--- src/rtl/snake_uart_pkg.sv ---
// Shared types and helpers for the snake board-to-board UART link.
// Holds the parity mode, both FSM state encodings and the baud divider calculation.
package snake_uart_pkg;

    typedef enum logic [1:0] {
        PAR_NONE = 2'd0,
        PAR_EVEN = 2'd1,
        PAR_ODD  = 2'd2
    } parity_e;

    typedef enum logic [2:0] {
        TX_IDLE,
        TX_START,
        TX_DATA,
        TX_PARITY,
        TX_STOP
    } tx_state_e;

    typedef enum logic [2:0] {
        RX_IDLE,
        RX_START,
        RX_DATA,
        RX_PARITY,
        RX_STOP
    } rx_state_e;

    // Clock cycles per oversample tick, rounded to nearest and never below 1.
    function automatic int calc_div(input longint clk_hz, input longint baud, input longint oversample);
        longint den;
        longint d;
        den = baud * oversample;
        d   = (clk_hz + den / 2) / den;
        if (d < 1) d = 1;
        return int'(d);
    endfunction

endpackage

--- src/rtl/uart_fifo.sv ---
// Synchronous first-word-fall-through FIFO for received bytes.
// Head is visible on dout whenever empty is low; push while full is only accepted with a pop.
module uart_fifo #(
    parameter int WIDTH = 8,
    parameter int DEPTH = 16
) (
    input  logic                     clk,
    input  logic                     rst_n,
    input  logic                     push,
    input  logic                     pop,
    input  logic [WIDTH-1:0]         din,
    output logic [WIDTH-1:0]         dout,
    output logic                     full,
    output logic                     empty,
    output logic [$clog2(DEPTH):0]   count
);
    localparam int AW = $clog2(DEPTH);
    localparam logic [AW:0] FULL_CNT = (AW + 1)'(DEPTH);

    logic [WIDTH-1:0] mem [DEPTH];
    logic [AW-1:0]    wr_ptr;
    logic [AW-1:0]    rd_ptr;
    logic             do_push;
    logic             do_pop;

    assign full    = (count == FULL_CNT);
    assign empty   = (count == '0);
    assign do_pop  = pop && !empty;
    assign do_push = push && (!full || pop);
    assign dout    = mem[rd_ptr];

    // NOTE: storage carries no reset; the pointers and count alone define which entries are valid.
    always_ff @(posedge clk) begin
        if (do_push) mem[wr_ptr] <= din;
    end

    // NOTE: sequential state uses non-blocking assignments so every flop samples pre-edge values.
    always_ff @(posedge clk or negedge rst_n) begin
        if (!rst_n) begin
            wr_ptr <= '0;
            rd_ptr <= '0;
            count  <= '0;
        end else begin
            if (do_push) wr_ptr <= wr_ptr + AW'(1);
            if (do_pop)  rd_ptr <= rd_ptr + AW'(1);
            if (do_push && !do_pop)      count <= count + (AW + 1)'(1);
            else if (do_pop && !do_push) count <= count - (AW + 1)'(1);
        end
    end

endmodule

--- src/rtl/uart_link.sv ---
// Full-duplex UART for the snake board-to-board link: handshaked TX, FWFT-buffered RX,
// parity, start-glitch rejection, error pulses and a stretched activity indicator.
module uart_link
    import snake_uart_pkg::*;
#(
    parameter int      CLK_HZ        = 75_000_000,
    parameter int      BAUD          = 115_200,
    parameter int      OVERSAMPLE    = 16,
    parameter int      DATA_BITS     = 8,
    parameter parity_e PARITY        = PAR_NONE,
    parameter int      STOP_BITS     = 1,
    parameter int      RX_FIFO_DEPTH = 16,
    parameter int      ACT_CYCLES    = 7_500_000
) (
    input  logic                             clk,
    input  logic                             rst_n,
    input  logic                             rx,
    output logic                             tx,
    input  logic [DATA_BITS-1:0]             tx_data,
    input  logic                             tx_valid,
    output logic                             tx_ready,
    output logic [DATA_BITS-1:0]             rx_data,
    output logic                             rx_valid,
    input  logic                             rx_ready,
    output logic [$clog2(RX_FIFO_DEPTH):0]   rx_count,
    output logic                             rx_frame_err,
    output logic                             rx_parity_err,
    output logic                             rx_overflow,
    output logic                             link_active
);
    localparam int DIV   = calc_div(CLK_HZ, BAUD, OVERSAMPLE);
    localparam int DIV_W = $clog2(DIV + 1);
    localparam int OS_W  = $clog2(OVERSAMPLE);
    localparam int BIT_W = $clog2(DATA_BITS);
    localparam int ACT_W = $clog2(ACT_CYCLES + 1);

    localparam logic [DIV_W-1:0] DIV_LAST  = DIV_W'(DIV - 1);
    localparam logic [OS_W-1:0]  OS_LAST   = OS_W'(OVERSAMPLE - 1);
    localparam logic [OS_W-1:0]  OS_HALF   = OS_W'(OVERSAMPLE / 2 - 1);
    localparam logic [BIT_W-1:0] BIT_LAST  = BIT_W'(DATA_BITS - 1);
    localparam logic             STOP_LAST = 1'(STOP_BITS - 1);
    localparam logic             ODD       = (PARITY == PAR_ODD);
    localparam bit               HAS_PAR   = (PARITY != PAR_NONE);

    // ---------------- RX tick (free running) ----------------
    logic [DIV_W-1:0] rx_div;
    logic             rx_tick;

    assign rx_tick = (rx_div == DIV_LAST);

    always_ff @(posedge clk or negedge rst_n) begin
        if (!rst_n) rx_div <= '0;
        else        rx_div <= rx_tick ? '0 : rx_div + DIV_W'(1);
    end

    // ---------------- TX ----------------
    tx_state_e            tx_state, tx_state_d;
    logic [DIV_W-1:0]     tx_div;
    logic [OS_W-1:0]      tx_os;
    logic [DATA_BITS-1:0] tx_shift;
    logic [BIT_W-1:0]     tx_bit;
    logic                 tx_par;
    logic                 tx_stop_idx;
    logic                 tx_q, tx_d;
    logic                 tx_accept;
    logic                 tx_cell_end;

    assign tx_cell_end = (tx_div == DIV_LAST) && (tx_os == OS_LAST);
    assign tx_ready    = (tx_state == TX_IDLE);
    assign tx          = tx_q;

    // NOTE: every output of a combinational block gets a default first, so no path can infer a latch.
    always_comb begin
        tx_state_d = tx_state;
        tx_d       = tx_q;
        tx_accept  = 1'b0;
        unique case (tx_state)
            TX_IDLE: if (tx_valid) begin
                tx_accept  = 1'b1;
                tx_state_d = TX_START;
                tx_d       = 1'b0;
            end
            TX_START: if (tx_cell_end) begin
                tx_state_d = TX_DATA;
                tx_d       = tx_shift[0];
            end
            TX_DATA: if (tx_cell_end) begin
                if (tx_bit != BIT_LAST) begin
                    tx_d = tx_shift[1];
                end else if (HAS_PAR) begin
                    tx_state_d = TX_PARITY;
                    tx_d       = tx_par;
                end else begin
                    tx_state_d = TX_STOP;
                    tx_d       = 1'b1;
                end
            end
            TX_PARITY: if (tx_cell_end) begin
                tx_state_d = TX_STOP;
                tx_d       = 1'b1;
            end
            TX_STOP: if (tx_cell_end && (tx_stop_idx == STOP_LAST)) tx_state_d = TX_IDLE;
            default: begin
                tx_state_d = TX_IDLE;
                tx_d       = 1'b1;
            end
        endcase
    end

    // The TX tick restarts on accept so each cell is exactly DIV*OVERSAMPLE cycles long.
    always_ff @(posedge clk or negedge rst_n) begin
        if (!rst_n) begin
            tx_state    <= TX_IDLE;
            tx_q        <= 1'b1;
            tx_div      <= '0;
            tx_os       <= '0;
            tx_shift    <= '0;
            tx_bit      <= '0;
            tx_par      <= 1'b0;
            tx_stop_idx <= 1'b0;
        end else begin
            tx_state <= tx_state_d;
            tx_q     <= tx_d;
            if (tx_accept) begin
                tx_div      <= '0;
                tx_os       <= '0;
                tx_shift    <= tx_data;
                tx_bit      <= '0;
                tx_par      <= (^tx_data) ^ ODD;
                tx_stop_idx <= 1'b0;
            end else if (tx_state != TX_IDLE) begin
                if (tx_div == DIV_LAST) begin
                    tx_div <= '0;
                    tx_os  <= (tx_os == OS_LAST) ? '0 : tx_os + OS_W'(1);
                end else begin
                    tx_div <= tx_div + DIV_W'(1);
                end
                if (tx_cell_end && tx_state == TX_DATA) begin
                    tx_shift <= tx_shift >> 1;
                    tx_bit   <= tx_bit + BIT_W'(1);
                end
                if (tx_cell_end && tx_state == TX_STOP) tx_stop_idx <= 1'b1;
            end
        end
    end

    // ---------------- RX ----------------
    rx_state_e            rx_state, rx_state_d;
    logic [1:0]           rx_sync;
    logic                 rx_s, rx_prev;
    logic [OS_W-1:0]      rx_os;
    logic [BIT_W-1:0]     rx_bit;
    logic [DATA_BITS-1:0] rx_shift;
    logic                 rx_par;
    logic                 rx_sample;
    logic                 rx_push;
    logic                 frame_err_d;
    logic                 parity_err_d;
    logic                 fifo_full;
    logic                 fifo_empty;

    assign rx_s      = rx_sync[1];
    assign rx_sample = rx_tick && (rx_os == ((rx_state == RX_START) ? OS_HALF : OS_LAST));

    always_comb begin
        rx_state_d   = rx_state;
        rx_push      = 1'b0;
        frame_err_d  = 1'b0;
        parity_err_d = 1'b0;
        unique case (rx_state)
            RX_IDLE:   if (rx_prev && !rx_s) rx_state_d = RX_START;
            RX_START:  if (rx_sample) rx_state_d = rx_s ? RX_IDLE : RX_DATA;
            RX_DATA:   if (rx_sample && rx_bit == BIT_LAST) rx_state_d = HAS_PAR ? RX_PARITY : RX_STOP;
            RX_PARITY: if (rx_sample) rx_state_d = RX_STOP;
            RX_STOP: if (rx_sample) begin
                // Only the first stop bit is checked; a second one just reads as idle line.
                rx_state_d = RX_IDLE;
                if (!rx_s)                                                 frame_err_d  = 1'b1;
                else if (HAS_PAR && (((^rx_shift) ^ ODD) != rx_par))       parity_err_d = 1'b1;
                else                                                       rx_push      = 1'b1;
            end
            default: rx_state_d = RX_IDLE;
        endcase
    end

    always_ff @(posedge clk or negedge rst_n) begin
        if (!rst_n) begin
            rx_sync       <= 2'b11;
            rx_prev       <= 1'b1;
            rx_state      <= RX_IDLE;
            rx_os         <= '0;
            rx_bit        <= '0;
            rx_shift      <= '0;
            rx_par        <= 1'b0;
            rx_frame_err  <= 1'b0;
            rx_parity_err <= 1'b0;
            rx_overflow   <= 1'b0;
        end else begin
            rx_sync       <= {rx_sync[0], rx};
            rx_prev       <= rx_s;
            rx_state      <= rx_state_d;
            rx_frame_err  <= frame_err_d;
            rx_parity_err <= parity_err_d;
            rx_overflow   <= rx_push && fifo_full && !rx_ready;
            if (rx_state == RX_IDLE || rx_sample) rx_os <= '0;
            else if (rx_tick)                     rx_os <= rx_os + OS_W'(1);
            if (rx_state == RX_START) rx_bit <= '0;
            if (rx_sample && rx_state == RX_DATA) begin
                rx_shift <= {rx_s, rx_shift[DATA_BITS-1:1]};
                rx_bit   <= rx_bit + BIT_W'(1);
            end
            if (rx_sample && rx_state == RX_PARITY) rx_par <= rx_s;
        end
    end

    uart_fifo #(
        .WIDTH (DATA_BITS),
        .DEPTH (RX_FIFO_DEPTH)
    ) u_fifo (
        .clk   (clk),
        .rst_n (rst_n),
        .push  (rx_push),
        .pop   (rx_ready),
        .din   (rx_shift),
        .dout  (rx_data),
        .full  (fifo_full),
        .empty (fifo_empty),
        .count (rx_count)
    );

    assign rx_valid = !fifo_empty;

    // ---------------- activity stretcher ----------------
    logic [ACT_W-1:0] act_cnt;

    always_ff @(posedge clk or negedge rst_n) begin
        if (!rst_n)                   act_cnt <= '0;
        else if (rx_push || tx_accept) act_cnt <= ACT_W'(ACT_CYCLES);
        else if (act_cnt != '0)       act_cnt <= act_cnt - ACT_W'(1);
    end

    assign link_active = (act_cnt != '0);

endmodule

--- config.mk ---
export PLATFORM = sky130hd
export DESIGN_NAME = uart_link
export DESIGN_NICKNAME = d
export VERILOG_FILES = /design/src/rtl/snake_uart_pkg.sv /design/src/rtl/uart_fifo.sv /design/src/rtl/uart_link.sv
export SDC_FILE = /design/constraint.sdc
export NUM_CORES = 1
export LEC_CHECK = 0
export CAP_MARGIN = 30
export CORE_MARGIN = 2
export CORE_UTILIZATION = 45
export CTS_CLUSTER_DIAMETER = 60
export DETAILED_ROUTE_END_ITERATION = 12
export DONT_BUFFER_PORTS = 1
export PLACE_DENSITY_LB_ADDON = 0.08
export SLEW_MARGIN = 20
export SYNTH_ARGS = -nofsm -noshare
export SYNTH_HDL_FRONTEND = slang
export SYNTH_HIERARCHICAL = 1
export SYNTH_SLANG_ARGS = --single-unit
--- constraint.sdc ---
create_clock -name clk -period 7.15 [get_ports clk]
set_input_delay 1.43 -clock clk [delete_from_list [all_inputs] [get_ports clk]]
set_output_delay 1.43 -clock clk [all_outputs]
set_load 0.01 [all_outputs]
==> impl_metrics.env, run 1 <==
export IMPL_area_sequential_sq_um=6127
export IMPL_drive_gt1_frac=0.1363
export IMPL_hold_path_class="reg -> reg"
export IMPL_post_detailed_route_wirelength_per_cell_um=19.07
export IMPL_end_kind="output port"
export IMPL_hold_buffers=0
export IMPL_drtPass1Iterations=4
export IMPL_clkLatencyLatePin_ps=520
export IMPL_num_rows=53
export IMPL_crit_chain="buf_4 > mux2i_1 > a221oi_1 > o21ai_0 > nand2_1"
export IMPL_drv_cap=0
export IMPL_die_w_um=149.6
export IMPL_synth_seq_cells=219
export IMPL_postSynthCellCount=704
export IMPL_postSynthNetCount=738
export IMPL_arrival_ps=2940
export IMPL_cts_buffer_depth=3
export IMPL_clock_sink_count=219
export IMPL_area_overhead_of_the_layout_relative_to_synthesis_pct=11.45
export IMPL_multi_input_area_sq_um=3204
export IMPL_floorplan_die_height_um=149.6
export IMPL_setup_repair_after_global_routing_missed_its_margin="no"
export IMPL_worst_slew_pin_transition_ps=948.2
export IMPL_core_area_sq_um=20890
export IMPL_cts_resized_gates=0
export IMPL_ant_nets=0
export IMPL_period_share=0.6111
export IMPL_grt_antenna_before_repair=0
export IMPL_cts_tree="done"
export IMPL_global_route_wire_length_before_repair_um=30450
export IMPL_cpPeakStageDelay_ps=830
export IMPL_peakVddDrop_mv=0.1682
export IMPL_max_frequency_ghz=0.2289
export IMPL_diode_insertion_count_for_antenna_repair=0
export IMPL_hold_viol_final=0
export IMPL_synth_async_sr_flop_share=0.4155
export IMPL_finalHoldWorstSlack_ps=354.5
export IMPL_holdPathStages=0
export IMPL_power_leakage_nw=4.167
export IMPL_crit_slowest_cell="dfrtp_2"
export IMPL_syn_area_per_cell_sq_um=13.55
export IMPL_setup_crit_start_kind="flip-flop"
export IMPL_grt_use_total=0.1756
export IMPL_cts_post_setup_buffers_inserted=0
export IMPL_detail_route_wirelength_um=18950
export IMPL_synth_edf_count=128
export IMPL_ioPinCount=33
export IMPL_netlist_area_leader_share=0.4029
export IMPL_io_buffers=0
export IMPL_filler_cell_count=1751
export IMPL_floorplan_initialDensity=0.4567
export IMPL_vias=5465
export IMPL_cts_made_buffers=24
export IMPL_synth_top_flop_cell="edfxtp_1"
export IMPL_yosys_warnings=6
export IMPL_timing_setup_tns_ps=0
export IMPL_drt_drc_violations_left=0
export IMPL_post_drt_via_cell_ratio=5.498
export IMPL_detailed_place_hpwl_um=12420
export IMPL_grt_start_max_net_pins=92
export IMPL_number_of_global_route_vias_before_repair=5572
export IMPL_synthTopCellsByArea="edfxtp_1 (40%), dfrtp_1 (23%), mux2i_1 (4.1%), mux4_2 (3.8%), ha_1 (2.6%)"
export IMPL_path_class="reg -> out"
export IMPL_globalplace_congestion=0.7778
export IMPL_drv_slew=0
export IMPL_syn_cell_area_sq_um=9539
export IMPL_power_per_standard_cell_area_nw_per_um2=266.0
export IMPL_worstPathRequired_ps=5720
export IMPL_htree_num_levels=1
export IMPL_detailedRoute_firstIterationViolations=358
export IMPL_ctsRootBufferMaster="clkbuf_16"
export IMPL_worst_clock_skew_ps=17.74
export IMPL_synth_area_leader_cell="edfxtp_1"
export IMPL_grt_overflow_total=0
export IMPL_finalNetCount=735
export IMPL_finalWorstPathRequiredPeriod_ps=4370
export IMPL_cells_on_worst_reg2reg_path=13
export IMPL_relSlewSlack=0.3656
export IMPL_synth_yosys_seq_area_share=0.6422
export IMPL_result_of_the_run="finished clean"
export IMPL_crit_fanout=27
export IMPL_final_setup_viol_count=0
export IMPL_design_die_area_sq_um=22380
export IMPL_unique_masters_post_synth=60
export IMPL_cts_clk_slew_worst_paths_ps=60
[cell usage in the layout, fill, tap and decap left out, types with 8 or more instances in the layout]
cell       count
dfrtp_1       86
nand3_1       10
nand2_1       61
mux2i_1       39
xnor2_1       20
ha_1          20
nor3_1        14
a221oi_1      16
mux2_2        10
o21ai_0       35
edfxtp_1     128
a22oi_1        8
inv_1         16
nor2_1        51
a21oi_1       23
clkbuf_16     24
xor2_1        11
mux4_2        16
[layer usage]
metal,global-route usage,wire [um],vias to the layer above
li1,-,-,2616
met1,0.2329,8423,2745
met2,0.3014,9356,73
met3,0.02561,686,31
met4,0.05143,484,0
met5,0,0,-
[through the flow]
stage	utilization	cells	setup WS (ps)	power [W]	instance area (sq um)
final	0.5090	994	2780	0.002828	10630
after global routing	0.5090	994	2611	0.002939	10630
after CTS	0.5090	994	2726	0.002864	10630
after detailed placement	0.4686	950	3296	0.001573	9788
after global placement	0.4686	950	3320	0.001564	9788
after floorplan	-	704	3685	0.001543	9539
[logic make-up (layout without fill, tap and decap cells)]
| logic type | count (synthesis) | in the layout | share of synthesized area |
|---|---|---|---|
| compound gates | 115 | 115 | 0.07909 |
| buf+inv | 52 | 67 | 0.02361 |
| mux | 65 | 65 | 0.09050 |
| simple gates | 200 | 200 | 0.1074 |
| other cells | 1 | 1 | 0.0003931 |
| xor+xnor | 31 | 31 | 0.02846 |
| flops | 219 | 219 | 0.6422 |
| fa+ha+maj | 21 | 21 | 0.02833 |
[state kept, by name (all words and copies together) (netlist names), 2 cells and up]
| signal | count |
|---|---|
| u_fifo/mem | 128 |
| rx_os | 4 |
| rx_div | 6 |
| tx_os | 4 |
| tx_div | 6 |
| tx_shift | 8 |
| rx_sync | 2 |
| u_fifo/wr_ptr | 4 |
| tx_bit | 3 |
| rx_bit | 3 |
| u_fifo/rd_ptr | 4 |
| tx_state | 3 |
| rx_shift | 8 |
| act_cnt | 23 |
| u_fifo/count | 5 |
| rx_state | 3 |
[where the power goes]
group / leakage, nW / total, W / switching [W] / internal [W]
clock: 0.410 / 0.00128 / 0.000506 / 0.000775
sequential: 2.63 / 0.00143 / 0.0000504 / 0.00138
combinational: 1.13 / 0.000120 / 0.0000637 / 0.0000560
total: 4.17 / 0.00283 / 0.000620 / 0.00221
[area by class of cell]
| type | count | area share |
|---|---|---|
| clock buffers | 30 | 0.06238 |
| clock inverters | 14 | 0.01695 |
| inverters | 16 | 0.005649 |
| multi-input cells | 433 | 0.3014 |
| flip-flops and latches | 219 | 0.5763 |
| well taps | 275 | 0.03236 |
| repair buffers | 7 | 0.004943 |
[worst max-delay path, delay by kind of cell (launching register included)]
kind | cells | cell delay [ps]
buf+inv | 1 | 540
mux | 1 | 140
compound gates | 2 | 720
simple gates | 1 | 160
flops | 1 | 830
[cells in the mapped netlist, drive strengths merged (5+ instances only)]
library cell,count
edfxtp,128
dfrtp,87
nand2,62
nor2,51
mux2i,39
o21ai,35
a21oi,23
ha,20
xnor2,20
buf,18
clkbuf,18
a221oi,16
inv,16
mux4,16
nor3,16
xor2,11
mux2,10
nand3,10
a21o,8
a22oi,8
or4,8
a22o,6
nand2b,6
nor2b,6
nor4,6
o31ai,6
nand4,5
or3,5
[path summary, 6_finish.rpt]
kind	slack [ps]	from	endpoint
max in group asynchronous	6300	rst_n	rx_sync[1]$_DFF_PN1_
worst max register to register	3500	rx_div[0]$_DFF_PN0_	u_fifo/count[4]$_DFFE_PN0P_
worst min-delay path	350	rx_sync[0]$_DFF_PN1_	rx_sync[1]$_DFF_PN1_
worst min register to register	350	rx_sync[0]$_DFF_PN1_	rx_sync[1]$_DFF_PN1_
worst max-delay path	2780	u_fifo/rd_ptr[0]$_DFFE_PN0P_	rx_data[2]
min in group asynchronous	610	rst_n	tx_state[2]$_DFFE_PN0P_
No activity file was read; power rests on OpenSTA's default activity.
==> run 2: changes to the inputs <==
clock period = 3.7 ns   (was 7.15 ns; I/O delays follow)
==> impl_metrics.env, run 2 (synthesis results as in run 1) <==
export IMPL_num_rows=53
export IMPL_cells_on_worst_reg2reg_path=13
export IMPL_detailedRoute_firstIterationViolations=320
export IMPL_most_frequent_standard_cell_in_the_layout_excluding_fill_and_tap_cells="edfxtp_1"
export IMPL_grtUsageMet2=0.3078
export IMPL_detail_route_wirelength_um=18890
export IMPL_power_leakage_nw=4.205
export IMPL_relSlewSlack=0.4008
export IMPL_drtPass1Iterations=5
export IMPL_number_of_global_route_vias_before_repair=5668
export IMPL_power_per_standard_cell_area_nw_per_um2=490.7
export IMPL_registers_top_by_ff_count="u_fifo/mem"
export IMPL_setup_crit_start_kind="flip-flop"
export IMPL_result_of_the_run="finished clean"
export IMPL_clkLatencyLatePin_ps=510
export IMPL_rrSetupSlack_ps=590
export IMPL_rr_startpoint="rx_div[0]$_DFF_PN0_"
export IMPL_max_ffs_per_register=128
export IMPL_global_route_wire_length_before_repair_um=30750
export IMPL_drv_cap=0
export IMPL_hold_viol_final=0
export IMPL_drive_gt1_frac=0.1415
export IMPL_detailed_place_hpwl_um=12350
export IMPL_peakVddDrop_mv=0.2740
export IMPL_grt_use_total=0.1769
export IMPL_final_setup_viol_count=0
export IMPL_cts_clk_slew_worst_paths_ps=60
export IMPL_crit_fanout=8
export IMPL_setup_repair_after_global_routing_missed_its_margin="no"
export IMPL_timing_setup_tns_ps=0
export IMPL_global_route_peak_usage_layer="met2"
export IMPL_core_area_sq_um=20890
export IMPL_io_buffers=0
export IMPL_cts_buffer_depth=3
export IMPL_post_detailed_route_wirelength_per_cell_um=18.70
export IMPL_design_die_area_sq_um=22380
export IMPL_finalWorstPathRequiredPeriod_ps=3467
export IMPL_worstPathRequired_ps=2960
export IMPL_drt_drc_violations_left=0
export IMPL_drv_slew=0
export IMPL_floorplan_initialDensity=0.4567
export IMPL_clock_sink_count=219
export IMPL_end_kind="output port"
export IMPL_cts_made_buffers=24
export IMPL_ctsRootBufferMaster="clkbuf_16"
export IMPL_worst_slew_pin_transition_ps=895.4
export IMPL_vias=5588
export IMPL_grt_start_max_net_pins=88
export IMPL_period_share=0.9370
export IMPL_cts_tree="done"
export IMPL_area_overhead_of_the_layout_relative_to_synthesis_pct=11.74
export IMPL_end_of_the_worst_register_to_register_path="u_fifo/count[4]$_DFFE_PN0P_"
export IMPL_ioPinCount=33
export IMPL_max_frequency_ghz=0.2884
export IMPL_most_common_layout_cells="edfxtp_1 (128), dfrtp_1 (86), nand2_1 (61), nor2_1 (51), mux2i_1 (39)"
export IMPL_use_met1=0.2269
export IMPL_global_route_usage_met3=0.03140
export IMPL_floorplan_die_height_um=149.6
export IMPL_grt_antenna_before_repair=0
export IMPL_layout_top_registers="u_fifo/mem x128, act_cnt x23"
export IMPL_dpl_cell_count=965
export IMPL_grt_overflow_total=0
export IMPL_diode_insertion_count_for_antenna_repair=0
export IMPL_htree_num_levels=1
export IMPL_arrival_ps=2730
export IMPL_worst_clock_skew_ps=13.79
export IMPL_finalNetCount=751
export IMPL_final_cell_count_no_fill=1010
export IMPL_hold_path_class="in -> async"
export IMPL_path_class="reg -> out"
export IMPL_globalplace_congestion=0.8169
export IMPL_die_w_um=149.6
export IMPL_critical_path_startpoint="act_cnt[0]$_DFFE_PN0P_"
export IMPL_ant_nets=0
export IMPL_post_drt_via_cell_ratio=5.533
export IMPL_cp_endpoint="link_active"
==> run 2: metrics by stage <==
step	hold slack [ps]	utilization	setup slack, ps	total power [W]	instance area [sq um]
2_1_floorplan	345.2	-	650.7	0.002981	9539
3_3_place_gp	347.3	0.4735	671.2	0.003025	9891
3_5_place_dp	350.3	0.4735	595.6	0.003035	9891
4_1_cts	52.07	0.5103	212.0	0.005295	10660
5_1_grt	44.01	0.5103	98.54	0.005462	10660
6_report	77.87	0.5103	232.9	0.005230	10660
==> run 2: layer usage <==
metal,vias up,share of wire
met3,35,0.041
met5,-,0
met1,2810,0.43
met2,96,0.50
li1,2647,-
met4,0,0.023
==> run 2: worst min path at each step <==
stage	slack [ps]	start	cells after the start	endpoint
finish	80	rst_n	0	rx_sync[0]$_DFF_PN1_
global route	40	rst_n	0	rx_sync[0]$_DFF_PN1_
CTS	50	rst_n	0	rx_sync[1]$_DFF_PN1_
detailed placement	350	rx_sync[0]$_DFF_PN1_	0	rx_sync[1]$_DFF_PN1_
global placement	350	rx_sync[0]$_DFF_PN1_	0	rx_sync[1]$_DFF_PN1_
floorplan	350	rx_sync[0]$_DFF_PN1_	0	rx_sync[1]$_DFF_PN1_
==> run 2: final cells by class <==
type	instances	area [sq um]
clock buffers	33	685.7
clock inverters	11	55.05
fillers	1793	10230
inverters	16	60.06
multi-input cells	433	3194
flip-flops and latches	219	6127
well taps	275	344.1
repair buffers	23	192.7
==> run 2: power by group <==
part | total, W | internal, W | switching (W)
sequential | 0.00276 | 0.00266 | 0.0000950
clock | 0.00222 | 0.00129 | 0.000930
combinational | 0.000253 | 0.000112 | 0.000141
total | 0.00523 | 0.00406 | 0.00117
==> run 2: worst max-delay path: stages (launching register included) <==
cell and delay, ps:
dfrtp_1 400, inv_1 70, ha_1 190, or4b_2 580, or4_1 540, or2_0 430
==> run 2: repair_timing <==
action	4_1_cts	5_1_grt
hold buffers	1	0
endpoints found under the hold margin	87	0
setup buffers	0	0
resized for setup	0	0
